==> config.mk <==
export PLATFORM = sky130hd
export DESIGN_NAME = shift_add_mult_ctrl_flat
export DESIGN_NICKNAME = d
export VERILOG_FILES = /design/src/rtl/mult_pkg.sv /design/src/rtl/shift_add_mult_ctrl_if.sv /design/src/rtl/mult_step_counter.sv /design/src/rtl/shift_add_mult_ctrl.sv /design/src/flat_wrapper.sv
export SDC_FILE = /design/constraint.sdc
export NUM_CORES = 1
export LEC_CHECK = 0
export CORE_AREA = 2 2 39 41
export CTS_CLUSTER_DIAMETER = 120
export CTS_CLUSTER_SIZE = 30
export DETAILED_ROUTE_END_ITERATION = 16
export DIE_AREA = 0 0 41 43
export PLACE_DENSITY_LB_ADDON = 0.05
export SYNTH_ARGS = -nofsm -noshare
export SYNTH_HDL_FRONTEND = slang
export SYNTH_SLANG_ARGS = --single-unit
==> constraint.sdc <==
create_clock -name i_clk -period 1.63 [get_ports i_clk]
set_clock_uncertainty 0.05 [all_clocks]
set_input_delay 0.326 -clock i_clk [delete_from_list [all_inputs] [get_ports i_clk]]
set_output_delay 0.326 -clock i_clk [all_outputs]
set_load 0.01 [all_outputs]
==> src/rtl/mult_pkg.sv <==
// Shared definitions for the 8-bit shift-and-add multiplier.
// Contents:
//   MULT_WIDTH   - operand width shared by the controller, the accumulator and the B register
//   state_t      - controller state encoding (2 bits)
//   ctrl_t       - bundle of the registered control strobes
//   decode_ctrl  - Moore decode of the strobes from a state
package mult_pkg;

    localparam int unsigned MULT_WIDTH = 8;

    typedef enum logic [1:0] {
        IDLE = 2'd0,
        LOAD = 2'd1,
        CALC = 2'd2,
        DONE = 2'd3
    } state_t;

    typedef struct packed {
        logic ld_a;
        logic ld_b;
        logic shift_b;
        logic clr_acc;
        logic ld_acc;
        logic busy;
        logic done;
    } ctrl_t;

    // Strobe values for the cycle spent in state s.
    function automatic ctrl_t decode_ctrl(input state_t s);
        ctrl_t c;
        c = '0;
        case (s)
            LOAD: begin
                c.ld_a    = 1'b1;
                c.ld_b    = 1'b1;
                c.clr_acc = 1'b1;
                c.busy    = 1'b1;
            end
            CALC: begin
                c.shift_b = 1'b1;
                c.ld_acc  = 1'b1;
                c.busy    = 1'b1;
            end
            DONE: begin
                c.done    = 1'b1;
            end
            default: begin
                c = '0;
            end
        endcase
        return c;
    endfunction

endpackage

==> src/rtl/shift_add_mult_ctrl_if.sv <==
// Handshake and datapath-control bundle between the multiplier controller,
// its host and the datapath registers.
// Signals:
//   start, b_lsb                       - into the controller
//   ld_A, ld_B, shift_B, clr_ACC,
//   ld_ACC, sel_sum                    - datapath control from the controller
//   busy, done, step_cnt               - status from the controller
// Modports: master = controller side, slave = host/datapath side.
interface shift_add_mult_ctrl_if #(
    parameter int unsigned CNT_W = 3
);

    logic             start;
    logic             b_lsb;
    logic             ld_A;
    logic             ld_B;
    logic             shift_B;
    logic             clr_ACC;
    logic             ld_ACC;
    logic             sel_sum;
    logic             busy;
    logic             done;
    logic [CNT_W-1:0] step_cnt;

    modport master (
        input  start,
        input  b_lsb,
        output ld_A,
        output ld_B,
        output shift_B,
        output clr_ACC,
        output ld_ACC,
        output sel_sum,
        output busy,
        output done,
        output step_cnt
    );

    modport slave (
        output start,
        output b_lsb,
        input  ld_A,
        input  ld_B,
        input  shift_B,
        input  clr_ACC,
        input  ld_ACC,
        input  sel_sum,
        input  busy,
        input  done,
        input  step_cnt
    );

endinterface

==> src/rtl/mult_step_counter.sv <==
// Add/shift step counter: counts 0..WIDTH-1 and returns to 0 after the last step.
// Ports:
//   clk, rst_n  - clock, synchronous active-low reset
//   clear       - force count to 0 (takes priority over enable)
//   enable      - advance one step
//   count       - registered step index
//   terminal_c  - combinational flag, count is at the last step (WIDTH-1)
module mult_step_counter #(
    parameter  int unsigned WIDTH = 8,
    localparam int unsigned CNT_W = $clog2(WIDTH)
) (
    input  logic             clk,
    input  logic             rst_n,
    input  logic             clear,
    input  logic             enable,
    output logic [CNT_W-1:0] count,
    output logic             terminal_c
);

    localparam logic [CNT_W-1:0] LAST = CNT_W'(WIDTH - 1);

    assign terminal_c = (count == LAST);

    // Explicit return to 0 so non-power-of-two widths never run past LAST.
    always_ff @(posedge clk) begin
        if (!rst_n) begin
            count <= '0;
        end else if (clear) begin
            count <= '0;
        end else if (enable) begin
            count <= terminal_c ? '0 : count + CNT_W'(1);
        end
    end

endmodule

==> src/rtl/shift_add_mult_ctrl.sv <==
// Control FSM for the shift-and-add multiplier datapath. Loads A and B,
// clears the accumulator, runs WIDTH add/shift steps and pulses done for one
// cycle while the product {ACC,B} is valid.
// Ports:
//   i_clk    - rising-edge clock
//   i_rst_n  - synchronous active-low reset
//   bus      - handshake/control bundle (master side):
//              start, b_lsb in; ld_A, ld_B, shift_B, clr_ACC, ld_ACC,
//              sel_sum (combinational), busy, done, step_cnt out
module shift_add_mult_ctrl
    import mult_pkg::*;
#(
    parameter  int unsigned WIDTH = MULT_WIDTH,
    localparam int unsigned CNT_W = $clog2(WIDTH)
) (
    input  logic                  i_clk,
    input  logic                  i_rst_n,
    shift_add_mult_ctrl_if.master bus
);

    state_t           state;
    state_t           state_nxt;
    ctrl_t            ctrl_q;
    logic [CNT_W-1:0] count;
    logic             terminal;
    logic             cnt_clear;
    logic             cnt_enable;

    // Counter follows the registered state: held at 0 in LOAD, stepping in CALC.
    assign cnt_clear  = (state == LOAD);
    assign cnt_enable = (state == CALC);

    mult_step_counter #(
        .WIDTH (WIDTH)
    ) u_step_counter (
        .clk        (i_clk),
        .rst_n      (i_rst_n),
        .clear      (cnt_clear),
        .enable     (cnt_enable),
        .count      (count),
        .terminal_c (terminal)
    );

    // Next-state decision; start only matters in IDLE.
    always_comb begin
        state_nxt = state;
        case (state)
            IDLE:    state_nxt = bus.start ? LOAD : IDLE;
            LOAD:    state_nxt = CALC;
            CALC:    state_nxt = terminal ? DONE : CALC;
            DONE:    state_nxt = IDLE;
            default: state_nxt = IDLE;
        endcase
    end

    // State register; strobes are registered alongside, decoded from the next state
    // so they line up with the state they belong to.
    always_ff @(posedge i_clk) begin
        if (!i_rst_n) begin
            state  <= IDLE;
            ctrl_q <= '0;
        end else begin
            state  <= state_nxt;
            ctrl_q <= decode_ctrl(state_nxt);
        end
    end

    assign bus.ld_A     = ctrl_q.ld_a;
    assign bus.ld_B     = ctrl_q.ld_b;
    assign bus.shift_B  = ctrl_q.shift_b;
    assign bus.clr_ACC  = ctrl_q.clr_acc;
    assign bus.ld_ACC   = ctrl_q.ld_acc;
    assign bus.busy     = ctrl_q.busy;
    assign bus.done     = ctrl_q.done;
    assign bus.step_cnt = count;

    // Adder operand select follows the live B LSB, gated to the add/shift phase.
    assign bus.sel_sum  = bus.b_lsb & (state == CALC);

    // Strobe pairs that would corrupt the datapath if ever asserted together.
    a_acc_excl: assert property (@(posedge i_clk) disable iff (!i_rst_n)
                                 !(bus.clr_ACC && bus.ld_ACC));
    a_b_excl:   assert property (@(posedge i_clk) disable iff (!i_rst_n)
                                 !(bus.ld_B && bus.shift_B));
    a_hs_excl:  assert property (@(posedge i_clk) disable iff (!i_rst_n)
                                 !(bus.busy && bus.done));

endmodule

==> src/flat_wrapper.sv <==
// flat-port wrapper written by rule: the top's interface ports become plain ports
module shift_add_mult_ctrl_flat import mult_pkg::*;
#(
    parameter  int unsigned WIDTH = MULT_WIDTH,
    localparam int unsigned CNT_W = $clog2(WIDTH)
)
  (i_clk, i_rst_n, bus_start, bus_b_lsb, bus_ld_A, bus_ld_B, bus_shift_B, bus_clr_ACC, bus_ld_ACC, bus_sel_sum, bus_busy, bus_done, bus_step_cnt);
  shift_add_mult_ctrl_if #(.CNT_W(3)) bus_i ();
  input  logic i_clk;
  input  logic i_rst_n;
  input wire logic [$bits(bus_i.start)-1:0] bus_start;
  input wire logic [$bits(bus_i.b_lsb)-1:0] bus_b_lsb;
  output wire logic [$bits(bus_i.ld_A)-1:0] bus_ld_A;
  output wire logic [$bits(bus_i.ld_B)-1:0] bus_ld_B;
  output wire logic [$bits(bus_i.shift_B)-1:0] bus_shift_B;
  output wire logic [$bits(bus_i.clr_ACC)-1:0] bus_clr_ACC;
  output wire logic [$bits(bus_i.ld_ACC)-1:0] bus_ld_ACC;
  output wire logic [$bits(bus_i.sel_sum)-1:0] bus_sel_sum;
  output wire logic [$bits(bus_i.busy)-1:0] bus_busy;
  output wire logic [$bits(bus_i.done)-1:0] bus_done;
  output wire logic [$bits(bus_i.step_cnt)-1:0] bus_step_cnt;
  assign bus_i.start = bus_start;
  assign bus_i.b_lsb = bus_b_lsb;
  assign bus_ld_A = bus_i.ld_A;
  assign bus_ld_B = bus_i.ld_B;
  assign bus_shift_B = bus_i.shift_B;
  assign bus_clr_ACC = bus_i.clr_ACC;
  assign bus_ld_ACC = bus_i.ld_ACC;
  assign bus_sel_sum = bus_i.sel_sum;
  assign bus_busy = bus_i.busy;
  assign bus_done = bus_i.done;
  assign bus_step_cnt = bus_i.step_cnt;
  shift_add_mult_ctrl #(.WIDTH(WIDTH)) u_core (.i_clk(i_clk), .i_rst_n(i_rst_n), .bus(bus_i));
endmodule
==> metrics.txt, run 1 <==
# TYPE chip_impl_metric gauge
chip_impl_metric{name="initial_core_utilization",unit="%"} 30.29
chip_impl_info{name="worst_setup_path_end_kind",value="output pin"} 1
chip_impl_metric{name="post_detailed_placement_half_perimeter_wirelength",unit="um"} 619.7
chip_impl_metric{name="final_layout_size_suffix_gt1_share",unit="%"} 10.71
chip_impl_metric{name="reg2reg_setup_slack",unit="ns"} 0.18
chip_impl_metric{name="reg2regPathDepth",unit=""} 6
chip_impl_metric{name="drt-pass1-iter-count",unit=""} 2
chip_impl_metric{name="detailedRoute.firstIterationViolations",unit=""} 3
chip_impl_info{name="cts.root.buffer_cell",value="sky130_fd_sc_hd__clkbuf_4"} 1
chip_impl_metric{name="cts_made_buffers",unit=""} 3
chip_impl_metric{name="pin_count",unit=""} 15
chip_impl_metric{name="p_leak",unit="nW"} 0.2573
chip_impl_metric{name="final_net_count",unit=""} 68
chip_impl_metric{name="clock_path_buffers",unit=""} 2
chip_impl_metric{name="final-setup-viol-count",unit=""} 0
chip_impl_metric{name="track_usage",unit="%"} 9.788
chip_impl_metric{name="dp.cells",unit=""} 68
chip_impl_info{name="cts_tree",value="built"} 1
chip_impl_metric{name="power_density_cells",unit="nW/um^2"} 879.7
chip_impl_metric{name="netlist_instances",unit=""} 40
chip_impl_info{name="worst-setup-path-type",value="reg2out"} 1
chip_impl_metric{name="maxCapViolations",unit=""} 0
chip_impl_metric{name="finalWeightedCongestion",unit=""} 0.6846
chip_impl_info{name="timing.rr.end",value="u_core.bus.done"} 1
chip_impl_info{name="ys_top_cells_by_area",value="sky130_fd_sc_hd__dfxtp_1 (43%), sky130_fd_sc_hd__ha_1 (21%), sky130_fd_sc_hd__and2_1 (6.0%)"} 1
chip_impl_metric{name="yosys.cell_types.count",unit=""} 15
chip_impl_info{name="timing.critical_path.cells",value="inv_1 -> ha_1 -> and2_1 -> clkdlybuf4s15_1"} 1
chip_impl_metric{name="ys_seq_elements",unit=""} 9
chip_impl_info{name="critical-path-slowest-cell",value="sky130_fd_sc_hd__dfxtp_2"} 1
chip_impl_info{name="synth_top_area_cell",value="sky130_fd_sc_hd__dfxtp_1"} 1
chip_impl_metric{name="yosysTopAreaCellShare",unit="%"} 42.99
chip_impl_metric{name="h_tree_lvl_count",unit=""} 1
chip_impl_metric{name="wl_per_cell",unit="um"} 10.13
chip_impl_metric{name="path_max_fanout",unit=""} 2
chip_impl_metric{name="route.detailed.vias_per_inst",unit=""} 4.319
chip_impl_metric{name="max_slew_margin",unit="%"} 89.30
chip_impl_metric{name="first_global_vias",unit=""} 308
chip_impl_metric{name="row_count",unit=""} 14
chip_impl_info{name="commonest_cells_after_routing_fill_and_taps_aside",value="sky130_fd_sc_hd__clkdlybuf4s50_1 (13), sky130_fd_sc_hd__dfxtp_1 (8), sky130_fd_sc_hd__ha_1 (7), sky130_fd_sc_hd__and2_1 (4)"} 1
chip_impl_metric{name="height_of_the_die",unit="um"} 43
chip_impl_metric{name="holdPathStages",unit=""} 2
chip_impl_metric{name="route.vias.total",unit=""} 311
chip_impl_metric{name="vdd.ir_drop.worst",unit="mV"} 0.3592
chip_impl_metric{name="worst_skew_pair.late_latency",unit="ns"} 0.25
chip_impl_metric{name="tightestPinTransition",unit="ns"} 0.1599
chip_impl_info{name="hold_class",value="reg2reg"} 1
chip_impl_metric{name="drt-total-wl",unit="um"} 729
chip_impl_metric{name="cpPeakStageDelay",unit="ns"} 0.33
chip_impl_info{name="mostFrequentLayoutCell",value="sky130_fd_sc_hd__clkdlybuf4s50_1"} 1
chip_impl_metric{name="synth_sequential_area_ratio",unit="%"} 42.99
chip_impl_metric{name="drv_slew",unit=""} 0
chip_impl_metric{name="num_antenna_cells",unit=""} 0
chip_impl_info{name="grt_setup_unrepaired",value="false"} 1
chip_impl_info{name="holdCritStartpoint",value="u_core.u_step_counter.count[1]"} 1
chip_impl_metric{name="final.setup.tns",unit="ns"} 0
chip_impl_metric{name="final_cell_count_no_fill",unit=""} 72
chip_impl_metric{name="grt_max_degree",unit=""} 7
chip_impl_metric{name="detail-route-antenna-nets",unit=""} 0
chip_impl_metric{name="max_freq",unit="MHz"} 636.6
chip_impl_metric{name="grt_antenna_before_repair",unit=""} 0
chip_impl_info{name="outcome",value="completed"} 1
chip_impl_metric{name="drt_drc",unit=""} 0
chip_impl_metric{name="numPortBuffers",unit=""} 14
chip_impl_metric{name="tritoncts_num_sinks",unit=""} 9
chip_impl_metric{name="synthToLayoutAreaGrowth",unit="%"} 41.19
chip_impl_metric{name="timing.final.crit_period",unit="ns"} 1.571
chip_impl_metric{name="design.die.area",unit="um^2"} 1763
chip_impl_info{name="timing.critical_path.from_type",value="flip-flop"} 1
chip_impl_metric{name="coreArea",unit="um^2"} 1384
chip_impl_metric{name="postCtsSetupRepairBufs",unit=""} 0
chip_impl_metric{name="mappedNetlistNets",unit=""} 51
chip_impl_metric{name="floorplan.die.width",unit="um"} 41
chip_impl_metric{name="syn_area",unit="um^2"} 419.2
chip_impl_metric{name="worst_setup_hold_path_clk_slew",unit="ns"} 0.06
chip_impl_metric{name="synthesis.area_per_instance",unit="um^2"} 10.48
chip_impl_metric{name="fin_total_pwr",unit="mW"} 0.5207
chip_impl_info{name="timing.hold.worst_endpoint",value="u_core.u_step_counter.count[1]"} 1
chip_impl_info{name="launch_instance_of_the_worst_register_to_register_path",value="u_core.u_step_counter.count[0]"} 1
chip_impl_metric{name="cp_data_arrival_time",unit="ns"} 1.19
chip_impl_metric{name="finalCoreUtilization",unit="%"} 42.77
chip_impl_metric{name="grt_pass1_wl",unit="um"} 1159
chip_impl_metric{name="worst_ep_required_time",unit="ns"} 1.25
chip_impl_metric{name="yosysWarnings",unit=""} 0
chip_impl_metric{name="period_share",unit="%"} 96.37
chip_impl_metric{name="finalHoldViolations",unit=""} 0
chip_impl_metric{name="gr-total-overflow",unit=""} 0
==> worst max-delay path, delay by kind of cell, from the launching register on <==
| kind | cells | cell delay, ns |
|---|---|---|
| adders and majority gates | 1 | 0.21 |
| buffers and inverters | 2 | 0.27 |
| DFF | 1 | 0.33 |
| and+or+nand+nor | 1 | 0.13 |
==> where the power goes <==
group	total, mW	internal (mW)	switching [mW]
combinational	0.109	0.0628	0.0462
sequential	0.244	0.236	0.00795
clock	0.167	0.0941	0.0732
total	0.521	0.393	0.127
==> per-stage QoR <==
step,instance area [um^2],hold WS (ns),setup WS (ns)
5_1_grt,591.8,0.5195,0.007270
2_1_floorplan,419.2,0.3977,0.2744
3_5_place_dp,564.3,0.4679,-0.1649
3_3_place_gp,564.3,0.4513,-0.1579
6_report,591.8,0.4759,0.05917
4_1_cts,591.8,0.4847,0.04725
==> worst max path at each step <==
stage / end / from / slack, ns
floorplan: u_core.bus.ld_B / u_core.u_step_counter.count[0] / 0.27
global placement: bus_sel_sum / bus_b_lsb / -0.16
detailed placement: bus_sel_sum / bus_b_lsb / -0.16
CTS: bus_sel_sum / u_core.state[0] / 0.05
global route: bus_sel_sum / u_core.state[0] / 0.007
finish: bus_sel_sum / u_core.state[0] / 0.06
==> cell families (layout without fill, tap and decap cells) <==
| group | after synthesis | after routing | share of synthesized area (%) |
|---|---|---|---|
| AOI/OAI and AO/OA | 2 | 2 | 3.882 |
| adders and majority gates | 7 | 7 | 20.89 |
| buffers and inverters | 6 | 22 | 8.059 |
| DFF | 9 | 9 | 42.98 |
| muxes | 2 | 2 | 4.776 |
| and+or+nand+nor | 14 | 14 | 19.41 |
==> registers in the layout, summed over array words and instances (netlist names) <==
name                         flops
u_core.u_step_counter.count      3
u_core.bus.ld_B                  1
u_core.bus.done                  1
u_core.bus.shift_B               1
u_core.state                     2
u_core.bus.busy                  1
==> metal layers <==
layer / vias to the layer above / track usage (%) / routed length [um]
li1: 157 / - / -
met1: 148 / 10.46 / 292
met2: 6 / 16.56 / 404
met3: 0 / 1.571 / 32
met4: 0 / 6.000 / 0
met5: - / 0 / 0
==> synthesized netlist by cell type, drive strengths merged <==
| master | number |
|---|---|
| a21boi | 1 |
| a21oi | 1 |
| and2 | 4 |
| and3 | 1 |
| buf | 3 |
| dfxtp | 9 |
| ha | 7 |
| inv | 3 |
| mux2i | 2 |
| nand2 | 2 |
| nand2b | 2 |
| nand3b | 1 |
| nor2 | 2 |
| nor2b | 1 |
| or3b | 1 |
==> what timing repair did <==
action                     4_1_cts  5_1_grt
hold buffers                     0        0
resized for setup                3        0
setup endpoints to repair        1        0
==> layout make-up <==
| cell class | count | area (um^2) |
|---|---|---|
| inverters | 3 | 11.26 |
| clock buffers | 4 | 26.28 |
| multi-input cells | 25 | 205.2 |
| flip-flops and latches | 9 | 181.4 |
| well taps | 16 | 20.02 |
| fillers | 141 | 792.0 |
| repair buffers | 15 | 147.6 |
Power figures use the tool's default switching activity.
==> run 2: changes to the inputs <==
--- a/config.mk
+++ b/config.mk
@@ -5,11 +5,13 @@
 export SDC_FILE = /design/constraint.sdc
 export NUM_CORES = 1
 export LEC_CHECK = 0
-export CORE_AREA = 2 2 39 41
+export CELL_PAD_IN_SITES_DETAIL_PLACEMENT = 1
+export CELL_PAD_IN_SITES_GLOBAL_PLACEMENT = 1
+export CORE_MARGIN = 2
+export CORE_UTILIZATION = 30
 export CTS_CLUSTER_DIAMETER = 120
 export CTS_CLUSTER_SIZE = 30
 export DETAILED_ROUTE_END_ITERATION = 16
-export DIE_AREA = 0 0 41 43
 export PLACE_DENSITY_LB_ADDON = 0.05
 export SYNTH_ARGS = -nofsm -noshare
 export SYNTH_HDL_FRONTEND = slang
==> run 2 against run 1 <==
Against the previous run:
- clock power is essentially flat
- final cell count shrank 1.4%
- hold slack lost 0.0014 ns
- clock-buffer cell count is the same
- register-to-register slack gained 0.02 ns
- worst setup slack gained 0.029 ns
- largest power group unchanged
- cell area shrank 1.1%
- sequential power is essentially flat
- non-clock buffer count is the same
- core utilization grew 2.2 points
==> metrics.txt, run 2 (same netlist as run 1, synthesis figures left out) <==
# TYPE chip_impl_metric gauge
chip_impl_info{name="outcome",value="completed"} 1
chip_impl_info{name="timing.critical_path.cells",value="clkdlybuf4s50_1"} 1
chip_impl_metric{name="track_usage",unit="%"} 12.86
chip_impl_info{name="cts.root.buffer_cell",value="sky130_fd_sc_hd__clkbuf_4"} 1
chip_impl_metric{name="drt-pass1-iter-count",unit=""} 1
chip_impl_metric{name="ctsHoldBuffers",unit=""} 0
chip_impl_info{name="timing.critical_path.from_type",value="flip-flop"} 1
chip_impl_metric{name="wl_per_cell",unit="um"} 11.44
chip_impl_metric{name="finalCoreUtilization",unit="%"} 45.00
chip_impl_metric{name="cp_data_arrival_time",unit="ns"} 1.17
chip_impl_metric{name="final_cell_count_no_fill",unit=""} 71
chip_impl_metric{name="worstPathBufferInverterCount",unit=""} 1
chip_impl_metric{name="post_detailed_placement_half_perimeter_wirelength",unit="um"} 710.3
chip_impl_metric{name="detail-route-antenna-nets",unit=""} 0
chip_impl_info{name="launch_instance_of_the_worst_register_to_register_path",value="u_core.state[0]"} 1
chip_impl_metric{name="worst_setup_hold_path_clk_slew",unit="ns"} 0.06
chip_impl_metric{name="reg2reg_setup_slack",unit="ns"} 0.20
chip_impl_metric{name="vdd.ir_drop.worst",unit="mV"} 0.4080
chip_impl_metric{name="drt-total-wl",unit="um"} 812
chip_impl_metric{name="initial_core_utilization",unit="%"} 32.21
chip_impl_metric{name="pin_count",unit=""} 15
chip_impl_metric{name="fin_total_pwr",unit="mW"} 0.5219
chip_impl_info{name="top_register",value="u_core.u_step_counter.count"} 1
chip_impl_info{name="hold_class",value="reg2reg"} 1
chip_impl_metric{name="coreArea",unit="um^2"} 1301
chip_impl_metric{name="detailedRoute.firstIterationViolations",unit=""} 0
chip_impl_metric{name="final-setup-viol-count",unit=""} 0
chip_impl_info{name="critical-path-slowest-cell",value="sky130_fd_sc_hd__clkdlybuf4s50_1"} 1
chip_impl_metric{name="path_max_fanout",unit=""} 4
chip_impl_metric{name="largest_register_ffs",unit=""} 3
chip_impl_metric{name="route.vias.total",unit=""} 304
chip_impl_metric{name="worst_ep_required_time",unit="ns"} 1.25
chip_impl_metric{name="holdPathStages",unit=""} 2
chip_impl_metric{name="timing.final.crit_period",unit="ns"} 1.542
chip_impl_metric{name="height_of_the_die",unit="um"} 41.38
chip_impl_metric{name="grt_max_degree",unit=""} 7
chip_impl_metric{name="h_tree_lvl_count",unit=""} 1
chip_impl_metric{name="max_freq",unit="MHz"} 648.5
chip_impl_info{name="cts_tree",value="built"} 1
chip_impl_metric{name="p_leak",unit="nW"} 0.2573
chip_impl_info{name="mostFrequentLayoutCell",value="sky130_fd_sc_hd__clkdlybuf4s50_1"} 1
chip_impl_info{name="worst_setup_path_end_kind",value="output pin"} 1
chip_impl_metric{name="dp.cells",unit=""} 67
chip_impl_metric{name="fillcell_total",unit=""} 156
chip_impl_info{name="worst-setup-path-type",value="reg2out"} 1
chip_impl_info{name="cp_top_family",value="buffers and inverters"} 1
chip_impl_metric{name="worst_skew_pair.late_latency",unit="ns"} 0.25
chip_impl_info{name="timing.rr.end",value="u_core.bus.ld_B"} 1
chip_impl_metric{name="gr-total-overflow",unit=""} 0
chip_impl_metric{name="max_slew_margin",unit="%"} 89.42
chip_impl_metric{name="power_density_cells",unit="nW/um^2"} 891.3
chip_impl_info{name="timing.hold.worst_endpoint",value="u_core.u_step_counter.count[0]"} 1
chip_impl_metric{name="finalWeightedCongestion",unit=""} 0.6016
chip_impl_metric{name="drv_slew",unit=""} 0
chip_impl_metric{name="row_count",unit=""} 13
chip_impl_info{name="timing.critical_path.from",value="u_core.u_step_counter.count[0]"} 1
chip_impl_metric{name="grt_pass1_wl",unit="um"} 1366
chip_impl_metric{name="first_global_vias",unit=""} 344
chip_impl_metric{name="cpPeakStageDelay",unit="ns"} 0.55
chip_impl_metric{name="design.die.area",unit="um^2"} 1712
chip_impl_metric{name="finalHoldViolations",unit=""} 0
chip_impl_metric{name="route.detailed.vias_per_inst",unit=""} 4.282
chip_impl_info{name="grt_setup_unrepaired",value="false"} 1
chip_impl_metric{name="final_net_count",unit=""} 68
chip_impl_metric{name="final_layout_size_suffix_gt1_share",unit="%"} 12.50
chip_impl_metric{name="reg2regPathDepth",unit=""} 7
chip_impl_metric{name="clock_path_buffers",unit=""} 2
chip_impl_info{name="holdCritStartpoint",value="u_core.u_step_counter.count[0]"} 1
chip_impl_metric{name="drt_drc",unit=""} 0
chip_impl_metric{name="grt_antenna_before_repair",unit=""} 0
chip_impl_metric{name="synthToLayoutAreaGrowth",unit="%"} 39.70
chip_impl_metric{name="maxCapViolations",unit=""} 0
chip_impl_metric{name="period_share",unit="%"} 94.61
chip_impl_metric{name="tritoncts_num_sinks",unit=""} 9
chip_impl_info{name="commonest_cells_after_routing_fill_and_taps_aside",value="sky130_fd_sc_hd__clkdlybuf4s50_1 (13), sky130_fd_sc_hd__dfxtp_1 (8), sky130_fd_sc_hd__ha_1 (7), sky130_fd_sc_hd__and2_1 (4)"} 1
chip_impl_metric{name="numPortBuffers",unit=""} 14
chip_impl_metric{name="floorplan.die.width",unit="um"} 41.38
chip_impl_metric{name="cts_made_buffers",unit=""} 3
chip_impl_metric{name="num_antenna_cells",unit=""} 0
chip_impl_metric{name="tightestPinTransition",unit="ns"} 0.1543
chip_impl_info{name="layout_top_registers",value="u_core.u_step_counter.count x3, u_core.state x2"} 1
==> run 2: changes by cell type in the layout (fill, tap and decap cells not counted) <==
cell	change
sky130_fd_sc_hd__clkbuf_2	+1
sky130_fd_sc_hd__clkdlybuf4s15_1	-1
==> run 2: report_power, final <==
part | switching (mW) | leakage, nW | total (mW) | internal, mW
Combinational | 0.0470 | 0.168 | 0.109 | 0.0624
Clock | 0.0739 | 0.0150 | 0.168 | 0.0941
Sequential | 0.00812 | 0.0739 | 0.245 | 0.236
==> run 2: how the worst max path moves through the flow <==
stage / end / slack [ns] / cells past startpoint
2_1_floorplan: u_core.bus.ld_B / 0.27 / 6
3_5_place_dp: bus_sel_sum / -0.17 / 3
4_1_cts: bus_sel_sum / 0.03 / 4
3_3_place_gp: bus_sel_sum / -0.16 / 3
5_1_grt: bus_step_cnt[0] / 0.02 / 1
6_report: bus_step_cnt[0] / 0.09 / 1
==> run 2: metal layers <==
layer | vias to the layer above | part of all wire [%] | wire, um | track usage, %
met5 | - | 0 | 0 | 0
met4 | 0 | 0 | 0 | 7.258
met3 | 0 | 5.5 | 45 | 3.191
li1 | 157 | - | - | -
met1 | 139 | 38 | 305 | 11.61
met2 | 8 | 57 | 461 | 25.39
==> run 2: cell type report <==
class                           instances  area [um^2]  area share (%)
Multi-Input combinational cell         25        205.2           35.04
Sequential cell                         9        181.4           30.98
Timing Repair Buffer                   15        142.6           24.36
Clock buffer                            4        26.28           4.487
Tap cell                               15        18.77           3.205
Inverter                                3        11.26           1.923
==> run 2: worst register-to-register path, cell delays in order (launching register included) <==
cell and delay, ns:
sky130_fd_sc_hd__dfxtp_2 0.33, sky130_fd_sc_hd__inv_1 0.06, sky130_fd_sc_hd__ha_1 0.20, sky130_fd_sc_hd__buf_4 0.15, sky130_fd_sc_hd__nand3b_1 0.12, sky130_fd_sc_hd__nand2_1 0.09
sky130_fd_sc_hd__ha_1 0.18, sky130_fd_sc_hd__and2_1 0.15
==> run 2: repair_timing <==
| item | 4_1_cts | 5_1_grt |
|---|---|---|
| hold endpoints to repair | 0 | 0 |
| setup endpoints to repair | 1 | 1 |
| setup buffers | 0 | 0 |
| resized for setup | 3 | 1 |
==> run 2: per-stage QoR <==
stage | area [um^2] | worst slack (ns) | TNS, ns | hold slack, ns
global placement | 563.0 | -0.1573 | -0.1573 | 0.4531
CTS | 590.6 | 0.02792 | 0 | 0.4820
floorplan | 419.2 | 0.2744 | 0 | 0.3977
global route | 585.6 | 0.01586 | 0 | 0.5045
detailed placement | 563.0 | -0.1666 | -0.1666 | 0.4703
finish | 585.6 | 0.08792 | 0 | 0.4745
==> run 3: changes to the inputs <==
--- a/config.mk
+++ b/config.mk
@@ -8,7 +8,7 @@
 export CELL_PAD_IN_SITES_DETAIL_PLACEMENT = 1
 export CELL_PAD_IN_SITES_GLOBAL_PLACEMENT = 1
 export CORE_MARGIN = 2
-export CORE_UTILIZATION = 30
+export CORE_UTILIZATION = 27
 export CTS_CLUSTER_DIAMETER = 120
 export CTS_CLUSTER_SIZE = 30
 export DETAILED_ROUTE_END_ITERATION = 16
==> constraint.sdc (replaced) <==
create_clock -name i_clk -period 1.35 [get_ports i_clk]
set_clock_uncertainty 0.05 [all_clocks]
set_input_delay 0.2025 -clock i_clk [delete_from_list [all_inputs] [get_ports i_clk]]
set_output_delay 0.2025 -clock i_clk [all_outputs]
set_load 0.01 [all_outputs]
==> run 3 against run 2 <==
Against the previous run:
- the run now ends with setup timing left
- cell area increased by 19%
- sequential cell count unchanged
- via count up 9.5%
- power rose by 31%
- register-to-register slack got worse by 0.23 ns
- highest routed layer is now met4
- wire length grew 17%
- clock-buffer cell count unchanged
- sequential power grew 22%
- largest power group unchanged
- combinational power grew 50%
- hold slack improved by 0.032 ns
- final cell count is 7.0% higher
- non-clock buffer count up 4
==> metrics.txt, run 3 (same netlist as run 1, synthesis figures left out) <==
# TYPE chip_impl_metric gauge
chip_impl_info{name="outcome",value="finished with violations"} 1
chip_impl_info{name="violations_in_the_final_reports",value="setup timing"} 1
chip_impl_info{name="worst-setup-path-type",value="reg2reg"} 1
chip_impl_metric{name="tightestPinTransition",unit="ns"} 0.1970
chip_impl_metric{name="grt_max_degree",unit=""} 7
chip_impl_info{name="timing.critical_path.from_type",value="flip-flop"} 1
chip_impl_metric{name="worst_skew_pair.late_latency",unit="ns"} 0.27
chip_impl_metric{name="pin_count",unit=""} 15
chip_impl_metric{name="floorplan.die.width",unit="um"} 43.40
chip_impl_metric{name="final_layout_size_suffix_gt1_share",unit="%"} 41.67
chip_impl_metric{name="dp.cells",unit=""} 71
chip_impl_metric{name="cts_made_buffers",unit=""} 3
chip_impl_metric{name="clock_path_buffers",unit=""} 2
chip_impl_metric{name="final-setup-viol-count",unit=""} 3
chip_impl_metric{name="final_cell_count_no_fill",unit=""} 76
chip_impl_metric{name="height_of_the_die",unit="um"} 43.40
chip_impl_metric{name="post_detailed_placement_half_perimeter_wirelength",unit="um"} 748.9
chip_impl_metric{name="finalCoreUtilization",unit="%"} 46.97
chip_impl_info{name="cts.root.buffer_cell",value="sky130_fd_sc_hd__clkbuf_4"} 1
chip_impl_metric{name="detailedRoute.firstIterationViolations",unit=""} 0
chip_impl_metric{name="reg2reg_setup_slack",unit="ns"} -0.03
chip_impl_info{name="mostFrequentLayoutCell",value="sky130_fd_sc_hd__dlygate4sd2_1"} 1
chip_impl_metric{name="drt_drc",unit=""} 0
chip_impl_metric{name="layout_setup_ws",unit="ns"} -0.03051
chip_impl_metric{name="max_freq",unit="MHz"} 724.4
chip_impl_metric{name="h_tree_lvl_count",unit=""} 1
chip_impl_metric{name="synthToLayoutAreaGrowth",unit="%"} 66.87
chip_impl_metric{name="drt-total-wl",unit="um"} 952
chip_impl_metric{name="drt-pass1-iter-count",unit=""} 1
chip_impl_metric{name="finalWeightedCongestion",unit=""} 0.6999
chip_impl_metric{name="final.setup.tns",unit="ns"} -0.08826
chip_impl_metric{name="cp_data_arrival_time",unit="ns"} 1.49
chip_impl_metric{name="initial_core_utilization",unit="%"} 28.15
chip_impl_metric{name="row_count",unit=""} 14
chip_impl_metric{name="holdPathStages",unit=""} 3
chip_impl_metric{name="grt_antenna_before_repair",unit=""} 0
chip_impl_info{name="critical-path-top-cell-by-count",value="sky130_fd_sc_hd__ha_4"} 1
chip_impl_metric{name="period_share",unit="%"} 102.3
chip_impl_metric{name="multi_input_comb_area",unit="um^2"} 287.8
chip_impl_info{name="grt_setup_unrepaired",value="true"} 1
chip_impl_metric{name="path_max_fanout",unit=""} 3
chip_impl_metric{name="detail-route-antenna-nets",unit=""} 0
chip_impl_info{name="holdCritStartpoint",value="bus_start"} 1
chip_impl_metric{name="grt_pass1_wl",unit="um"} 1552
chip_impl_metric{name="sequential_standard_cell_area",unit="um^2"} 187.7
chip_impl_info{name="launch_instance_of_the_worst_register_to_register_path",value="u_core.state[0]"} 1
chip_impl_metric{name="power_density_cells",unit="nW/um^2"} 976.1
chip_impl_metric{name="worstPathBufferInverterCount",unit=""} 2
chip_impl_metric{name="max_slew_margin",unit="%"} 86.83
chip_impl_info{name="top_register",value="u_core.u_step_counter.count"} 1
chip_impl_metric{name="gr-total-overflow",unit=""} 0
chip_impl_metric{name="wl_per_cell",unit="um"} 12.53
chip_impl_info{name="worst_setup_path_end_kind",value="flip-flop"} 1
chip_impl_metric{name="drv_slew",unit=""} 0
chip_impl_info{name="layout_top_registers",value="u_core.u_step_counter.count x3, u_core.state x2"} 1
chip_impl_info{name="cp_top_family",value="simple AND/OR/NAND/NOR gates"} 1
chip_impl_metric{name="reg2regPathDepth",unit=""} 7
chip_impl_metric{name="worst_setup_hold_path_clk_slew",unit="ns"} 0.07
chip_impl_metric{name="first_global_vias",unit=""} 335
chip_impl_metric{name="fillcell_total",unit=""} 172
chip_impl_metric{name="route.vias.total",unit=""} 333
chip_impl_metric{name="cpPeakStageDelay",unit="ns"} 0.35
chip_impl_metric{name="timing.final.crit_period",unit="ns"} 1.381
chip_impl_info{name="commonest_cells_after_routing_fill_and_taps_aside",value="sky130_fd_sc_hd__dlygate4sd2_1 (10), sky130_fd_sc_hd__ha_4 (6), sky130_fd_sc_hd__dfxtp_1 (5), sky130_fd_sc_hd__buf_4 (4)"} 1
chip_impl_metric{name="coreArea",unit="um^2"} 1489
chip_impl_info{name="hold_class",value="in2reg"} 1
chip_impl_info{name="cts_tree",value="built"} 1
chip_impl_metric{name="maxCapViolations",unit=""} 0
chip_impl_metric{name="worst_ep_required_time",unit="ns"} 1.46
chip_impl_metric{name="largest_register_ffs",unit=""} 3
chip_impl_info{name="timing.rr.end",value="u_core.bus.ld_B"} 1
chip_impl_metric{name="route.detailed.vias_per_inst",unit=""} 4.382
chip_impl_metric{name="num_antenna_cells",unit=""} 0
chip_impl_info{name="timing.critical_path.cells",value="inv_4 -> ha_4 -> buf_6 -> nand3b_1 -> nand2_2 -> ha_4 -> and2_4"} 1
chip_impl_info{name="critical-path-slowest-cell",value="sky130_fd_sc_hd__dfxtp_2"} 1
chip_impl_metric{name="p_leak",unit="nW"} 0.3228
chip_impl_metric{name="final_net_count",unit=""} 72
chip_impl_metric{name="tritoncts_num_sinks",unit=""} 9
chip_impl_info{name="timing.hold.worst_endpoint",value="u_core.state[0]"} 1
chip_impl_metric{name="numPortBuffers",unit=""} 14
chip_impl_metric{name="finalHoldViolations",unit=""} 0
chip_impl_metric{name="ctsHoldBuffers",unit=""} 0
chip_impl_metric{name="track_usage",unit="%"} 11.96
chip_impl_metric{name="vdd.ir_drop.worst",unit="mV"} 0.5677
chip_impl_metric{name="design.die.area",unit="um^2"} 1884
## run 3: layout make-up
| type | count | share of cell area (%) |
|---|---|---|
| Multi-Input combinational cell | 25 | 41.14 |
| Clock buffer | 4 | 3.757 |
| Timing Repair Buffer | 19 | 23.43 |
| Inverter | 3 | 1.968 |
| Sequential cell | 9 | 26.83 |
| Tap cell | 16 | 2.862 |
## run 3: repair_timing
action	4_1_cts	5_1_grt
endpoints found under the setup margin	14	4
gates resized for setup	22	15
pin swaps	3	5
setup buffers	1	0
## run 3: worst register-to-register path, delay by kind of cell, from the launching register on
family / cells / cell delay, ns
simple gates: 3 / 0.39
flops: 1 / 0.35
buf+inv: 2 / 0.16
fa+ha+maj: 2 / 0.32
## run 3: per-layer routing
metal	track usage (%)	up-vias	routed length (um)
li1	-	168	-
met1	12.14	153	386
met2	20.30	10	496
met3	2.500	2	36
met4	10.91	0	32
met5	0	-	0
## run 3: worst max-delay path by stage
stage	start	endpoint	slack [ns]	depth (start not counted)
detailed placement	bus_b_lsb	bus_sel_sum	-0.20	3
global placement	bus_b_lsb	bus_sel_sum	-0.19	3
global route	u_core.state[0]	u_core.bus.ld_B	-0.1	7
finish	u_core.state[0]	u_core.bus.ld_B	-0.03	7
floorplan	u_core.u_step_counter.count[0]	u_core.bus.ld_B	0.02	6
CTS	u_core.state[0]	u_core.bus.busy	-0.08	7
## run 3: through the flow
step                      setup slack (ns)  instance area, um^2  power (mW)  hold slack (ns)
after global routing              -0.09756                699.4      0.7388           0.5277
after floorplan                    0.01670                420.4      0.3738           0.2742
final                             -0.03051                699.4      0.6827           0.5062
after CTS                         -0.07576                619.3      0.6571           0.4884
after global placement             -0.1908                588.1      0.4375           0.4554
after detailed placement           -0.2013                588.1      0.4481           0.5390
## run 3: power by group
group          total (mW)  leakage [nW]  internal, mW  switching, mW
Sequential          0.300        0.0755         0.286         0.0136
Combinational       0.164         0.232        0.0903         0.0737
Clock               0.219        0.0150         0.114          0.105
Total               0.683         0.323         0.491          0.192
==> edit 1: new RTL, flow settings as in run 2 <==
Encoding of `state_t`: now one-hot (4 bits for 4 states).
--- a/src/rtl/mult_pkg.sv
+++ b/src/rtl/mult_pkg.sv
@@ -8,11 +8,11 @@
 
     localparam int unsigned MULT_WIDTH = 8;
 
-    typedef enum logic [1:0] {
-        IDLE = 2'd0,
-        LOAD = 2'd1,
-        CALC = 2'd2,
-        DONE = 2'd3
+    typedef enum logic [3:0] {
+        IDLE = 4'b0001,
+        LOAD = 4'b0010,
+        CALC = 4'b0100,
+        DONE = 4'b1000
     } state_t;
 
     typedef struct packed {
Formal check against the unedited RTL: no difference found for any inputs over 10 cycles, from zero or initial values and one cycle with i_rst_n low; not proved beyond that.
==> edit 1 against run 2 <==
Worst setup slack got worse by 25 ps. Die area rose by 13%. Wire length rose by 45%. Synthesized area rose by 15%. Cell area rose by 27%. Sequential cell count rose by 2. Register-to-register slack got worse by 130 ps. Final cell count rose by 18%. Power rose by 2.6%. Via count rose by 33%. Largest power group unchanged.
==> edit 1: results <==
group,metric,value,unit
outcome,status,"completed",
layout,fin_cells,84,
critical_path,crit_start,"u_core.u_step_counter.count[1]",
route,vias,404,
global_routing,grt_antenna_before_repair,0,
logic_synthesis,yosysSeqAreaShare,0.458,
sta,timing.slew.headroom,0.713,
critical_path,path_delay_family,"buffers and inverters",
global_routing,grt_pass1_wl,1970,µm
min_path,holdCritPathClass,"reg -> reg",
layout,layout-drive-gt1-share,0.353,
global_routing,grt_pass1_vias,451,
critical_path,cp_max_fo,3,
clock_network,clockBufferDepth,2,
critical_path,worstReg2RegEnd,"u_core.state[2]",
place,io_buffer_count,14,
critical_path,cp_slowest_cell,"clkdlybuf4s50_1",
logic_synthesis,yosys-top-cells-area,"dfxtp_1 (46%), a2111oi_2 (6.3%), ha_1 (5.2%), nor4b_4 (4.9%), buf_4 (4.7%)",
global_routing,grt_usage,0.143,
critical_path,crit_path_max_incr_delay,560,ps
critical_path,ff2ff_setup_slack,70,ps
logic_synthesis,synth_warnings,0,
layout,fillCellCount,170,
global_routing,grt_max_degree,7,
logic_synthesis,syn_nets,50,
route,wirelength,1180,µm
clock_network,clkTransAtPathRegs,60,ps
place,dpl_cell_area,671,µm²
critical_path,r2r-start,"u_core.u_step_counter.count[0]",
layout,diodes,0,
clock_network,cts_root_buf,"clkbuf_4",
logic_synthesis,syn_area_per_cell,10.9,µm²
logic_synthesis,synthTopCellsByCount,"dfxtp_1 (11), nor2_1 (6)",
clock_network,cts_buffers,3,
critical_path,worstPathArrival,1190,ps
sta,period_needed,1570,ps
place,gp_congestion,0.651,
clock_network,clock_latency,270,ps
min_path,hold_end,"u_core.u_step_counter.count[1]",
place,dp.cells,78,
logic_synthesis,ys_types,18,
layout,nNetsFinal,75,
critical_path,reg2reg_depth,4,
pwr,p_leak,0.297,nW
critical_path,critPathCapture,"bus_step_cnt[1]",
route,detail_route.iter0.violations,3,
pwr,vdd_drop_max,0.000414,V
min_path,whs_path_depth,2,
clock_network,cts_max_level,1,
logic_synthesis,async_reset_ff_frac,0,
min_path,hp-start,"u_core.u_step_counter.count[1]",
route,first_pass_iters,4,
layout,largestRegisters,"u_core.state (4), u_core.u_step_counter.count (3)",
place,dp_slack,-152,ps
## edit 1: cells by family (layout without fill, tap and decap cells)
family	count (synthesis)	count (layout)	share of synthesized area
multiplexers	2	2	0.0417
adder cells (fa/ha/maj)	2	2	0.0521
buffers and inverters	4	28	0.0547
flip-flops	11	11	0.458
AND/OR/NAND/NOR	17	17	0.247
AO/OA/AOI/OAI	8	8	0.146
## edit 1: power breakdown
group          internal (mW)  switching [mW]
sequential             0.277         0.00571
combinational         0.0352          0.0317
clock                 0.0946          0.0915
## edit 1: repair_timing
item,in CTS,in global routing
setup endpoints to repair,4,5
hold buffers,0,0
setup buffers,1,1
pin swaps,2,5
gates resized for setup,7,7
## edit 1: area by class of cell
| class | instances | area [µm²] | share of cell area |
|---|---|---|---|
| inverters | 1 | 3.75 | 0.00503 |
| flip-flops and latches | 11 | 224 | 0.300 |
| well taps | 16 | 20.0 | 0.0268 |
| clock buffers | 4 | 26.3 | 0.0352 |
| multi-input cells | 29 | 268 | 0.359 |
| repair buffers | 23 | 204 | 0.273 |
## edit 1: stage by stage
step,hold WS [ps],TNS (ps)
CTS,475,-1.46
global placement,424,-154
floorplan,448,0
global route,489,0
detailed placement,465,-166
finish,471,0
## edit 1: tightest hold or removal path, cell delays in order (launching register included)
cell and delay, ps:
dfxtp_1 340, nand2b_1 80, a21oi_1 60
## edit 1: layer usage
metal / up-vias / track usage / part of all wire
met4: 0 / 0.0909 / 0
met2: 7 / 0.253 / 0.54
met5: - / 0 / 0
met3: 0 / 0.0367 / 0.037
met1: 197 / 0.150 / 0.42
li1: 200 / - / -
==> edit 2: new RTL, settings of run 2 <==
Without the edit above. Reset style: asynchronous (`i_rst_n` and `rst_n`), changed in 2 clocked blocks. Comments in the files are not updated.
--- a/src/rtl/mult_step_counter.sv
+++ b/src/rtl/mult_step_counter.sv
@@ -22,7 +22,7 @@
     assign terminal_c = (count == LAST);
 
     // Explicit return to 0 so non-power-of-two widths never run past LAST.
-    always_ff @(posedge clk) begin
+    always_ff @(posedge clk or negedge rst_n) begin
         if (!rst_n) begin
             count <= '0;
         end else if (clear) begin
--- a/src/rtl/shift_add_mult_ctrl.sv
+++ b/src/rtl/shift_add_mult_ctrl.sv
@@ -55,7 +55,7 @@
 
     // State register; strobes are registered alongside, decoded from the next state
     // so they line up with the state they belong to.
-    always_ff @(posedge i_clk) begin
+    always_ff @(posedge i_clk or negedge i_rst_n) begin
         if (!i_rst_n) begin
             state  <= IDLE;
             ctrl_q <= '0;
Behaviour: differs if i_rst_n is asserted again (counterexample within 4 cycles, from zero or initial values and one cycle with i_rst_n low); with i_rst_n held inactive, the same outputs for 10 cycles.
==> edit 2 against run 2 <==
Worst setup slack lost 22 ps. Cell area increased by 3.2%. Wire length decreased by 0.62%. Count of clock-buffer cells in the layout is the same. Synthesized area grew 4.2%. Sequential cell count unchanged.
Power is not compared: it rests on default switching activity, and its combinational part moved more than twofold at a synthesized area within 25%.
==> edit 2: results <==
group,metric,value,unit
outcome,status,"completed",
global_routing,grt_pass1_vias,315,
sta,period_needed,1560,ps
clock_network,cts_buffers,3,
global_routing,grt_pass1_wl,1370,µm
layout,fillCellCount,146,
logic_synthesis,ys_types,11,
critical_path,worstPathArrival,1190,ps
critical_path,cp_max_fo,3,
route,vias,302,
pwr,vdd_drop_max,0.000823,V
place,gp_congestion,0.716,
critical_path,ff2ff_setup_slack,170,ps
pwr,power_frac_clock,0.137,
critical_path,crit_start,"u_core.u_step_counter.count[2]",
logic_synthesis,synth_warnings,0,
route,wirelength,807,µm
logic_synthesis,syn_area_per_cell,12.5,µm²
global_routing,grt_max_degree,10,
clock_network,clock_latency,250,ps
pwr,p_leak,0.307,nW
logic_synthesis,synthTopCellsByCount,"dfrtp_1 (9), ha_1 (8), inv_1 (4), nand2_1 (4), buf_4 (3)",
global_routing,grtUsageMet2,0.178,
critical_path,worstReg2RegEnd,"u_core.bus.busy",
global_routing,grt_usage,0.109,
global_routing,grt_util_met3,0.0603,
route,wl_met3,65,µm
route,met1Wirelength,338,µm
global_routing,grt_antenna_before_repair,0,
logic_synthesis,synthAdderAreaFrac,0.229,
layout,layout-drive-gt1-share,0.137,
global_routing,grtUsageMet1,0.118,
layout,nNetsFinal,64,
logic_synthesis,synth_compound_area_frac,0.0860,
route,detail_route.iter0.violations,0,
critical_path,reg2reg_depth,6,
min_path,holdCritPathClass,"in -> async",
pwr,pg_seq,0.395,mW
place,io_buffer_count,14,
critical_path,critPathCapture,"bus_step_cnt[2]",
place,dp_hpwl,684,µm
logic_synthesis,yosys-top-cells-area,"dfrtp_1 (52%), ha_1 (23%), buf_4 (5.2%), o2bb2ai_1 (4.0%), inv_1 (3.4%)",
logic_synthesis,syn_nets,47,
route,route.met2.wl,403,µm
critical_path,r2r-start,"u_core.u_step_counter.count[0]",
logic_synthesis,async_reset_ff_frac,1.00,
place,dp.cells,62,
route,top_layer_used,"met3",
critical_path,path_delay_family,"buffers and inverters",
layout,diodes,0,
layout,largestRegisters,"u_core.u_step_counter.count (3), u_core.state (2)",
logic_synthesis,yosysSeqAreaShare,0.516,
layout,fin_cells,66,
place,dp_slack,-153,ps
logic_synthesis,synthMuxAreaShare,0,
sta,worst_slew_pin_slew,394,ps
logic_synthesis,synth_ff_type,"dfrtp_1",
edit 2: cell count changes in the layout (fill, tap and decap cells not counted), sizes merged, moves of 2 or more:
cell     before  now
o2bb2ai       0    2
nand2         2    4
dfrtp         0    9
and2          4    1
nor2          2    0
dfxtp         9    0
mux2i         2    0
nand2b        2    0
edit 2: through the flow:
step	power, mW	util	area (µm²)	hold WS, ps
floorplan	0.763	-	437	-19.6
global placement	1.04	0.435	581	452
detailed placement	1.08	0.435	581	478
CTS	1.25	0.451	602	325
global route	1.34	0.453	604	326
finish	1.22	0.453	604	311
edit 2: layout make-up:
cell class	instances	area, µm²	area share
clock buffers	4	26.3	0.0435
inverters	4	15.0	0.0248
multi-input cells	19	174	0.288
flip-flops and latches	9	225	0.373
well taps	15	18.8	0.0311
repair buffers	15	145	0.240
edit 2: what timing repair did:
action / 4_1_cts / 5_1_grt
resized for setup: 5 / 2
endpoints found under the setup margin: 1 / 3
setup buffers: 0 / 0
hold buffers: 0 / 0
endpoints found under the hold margin: 0 / 0
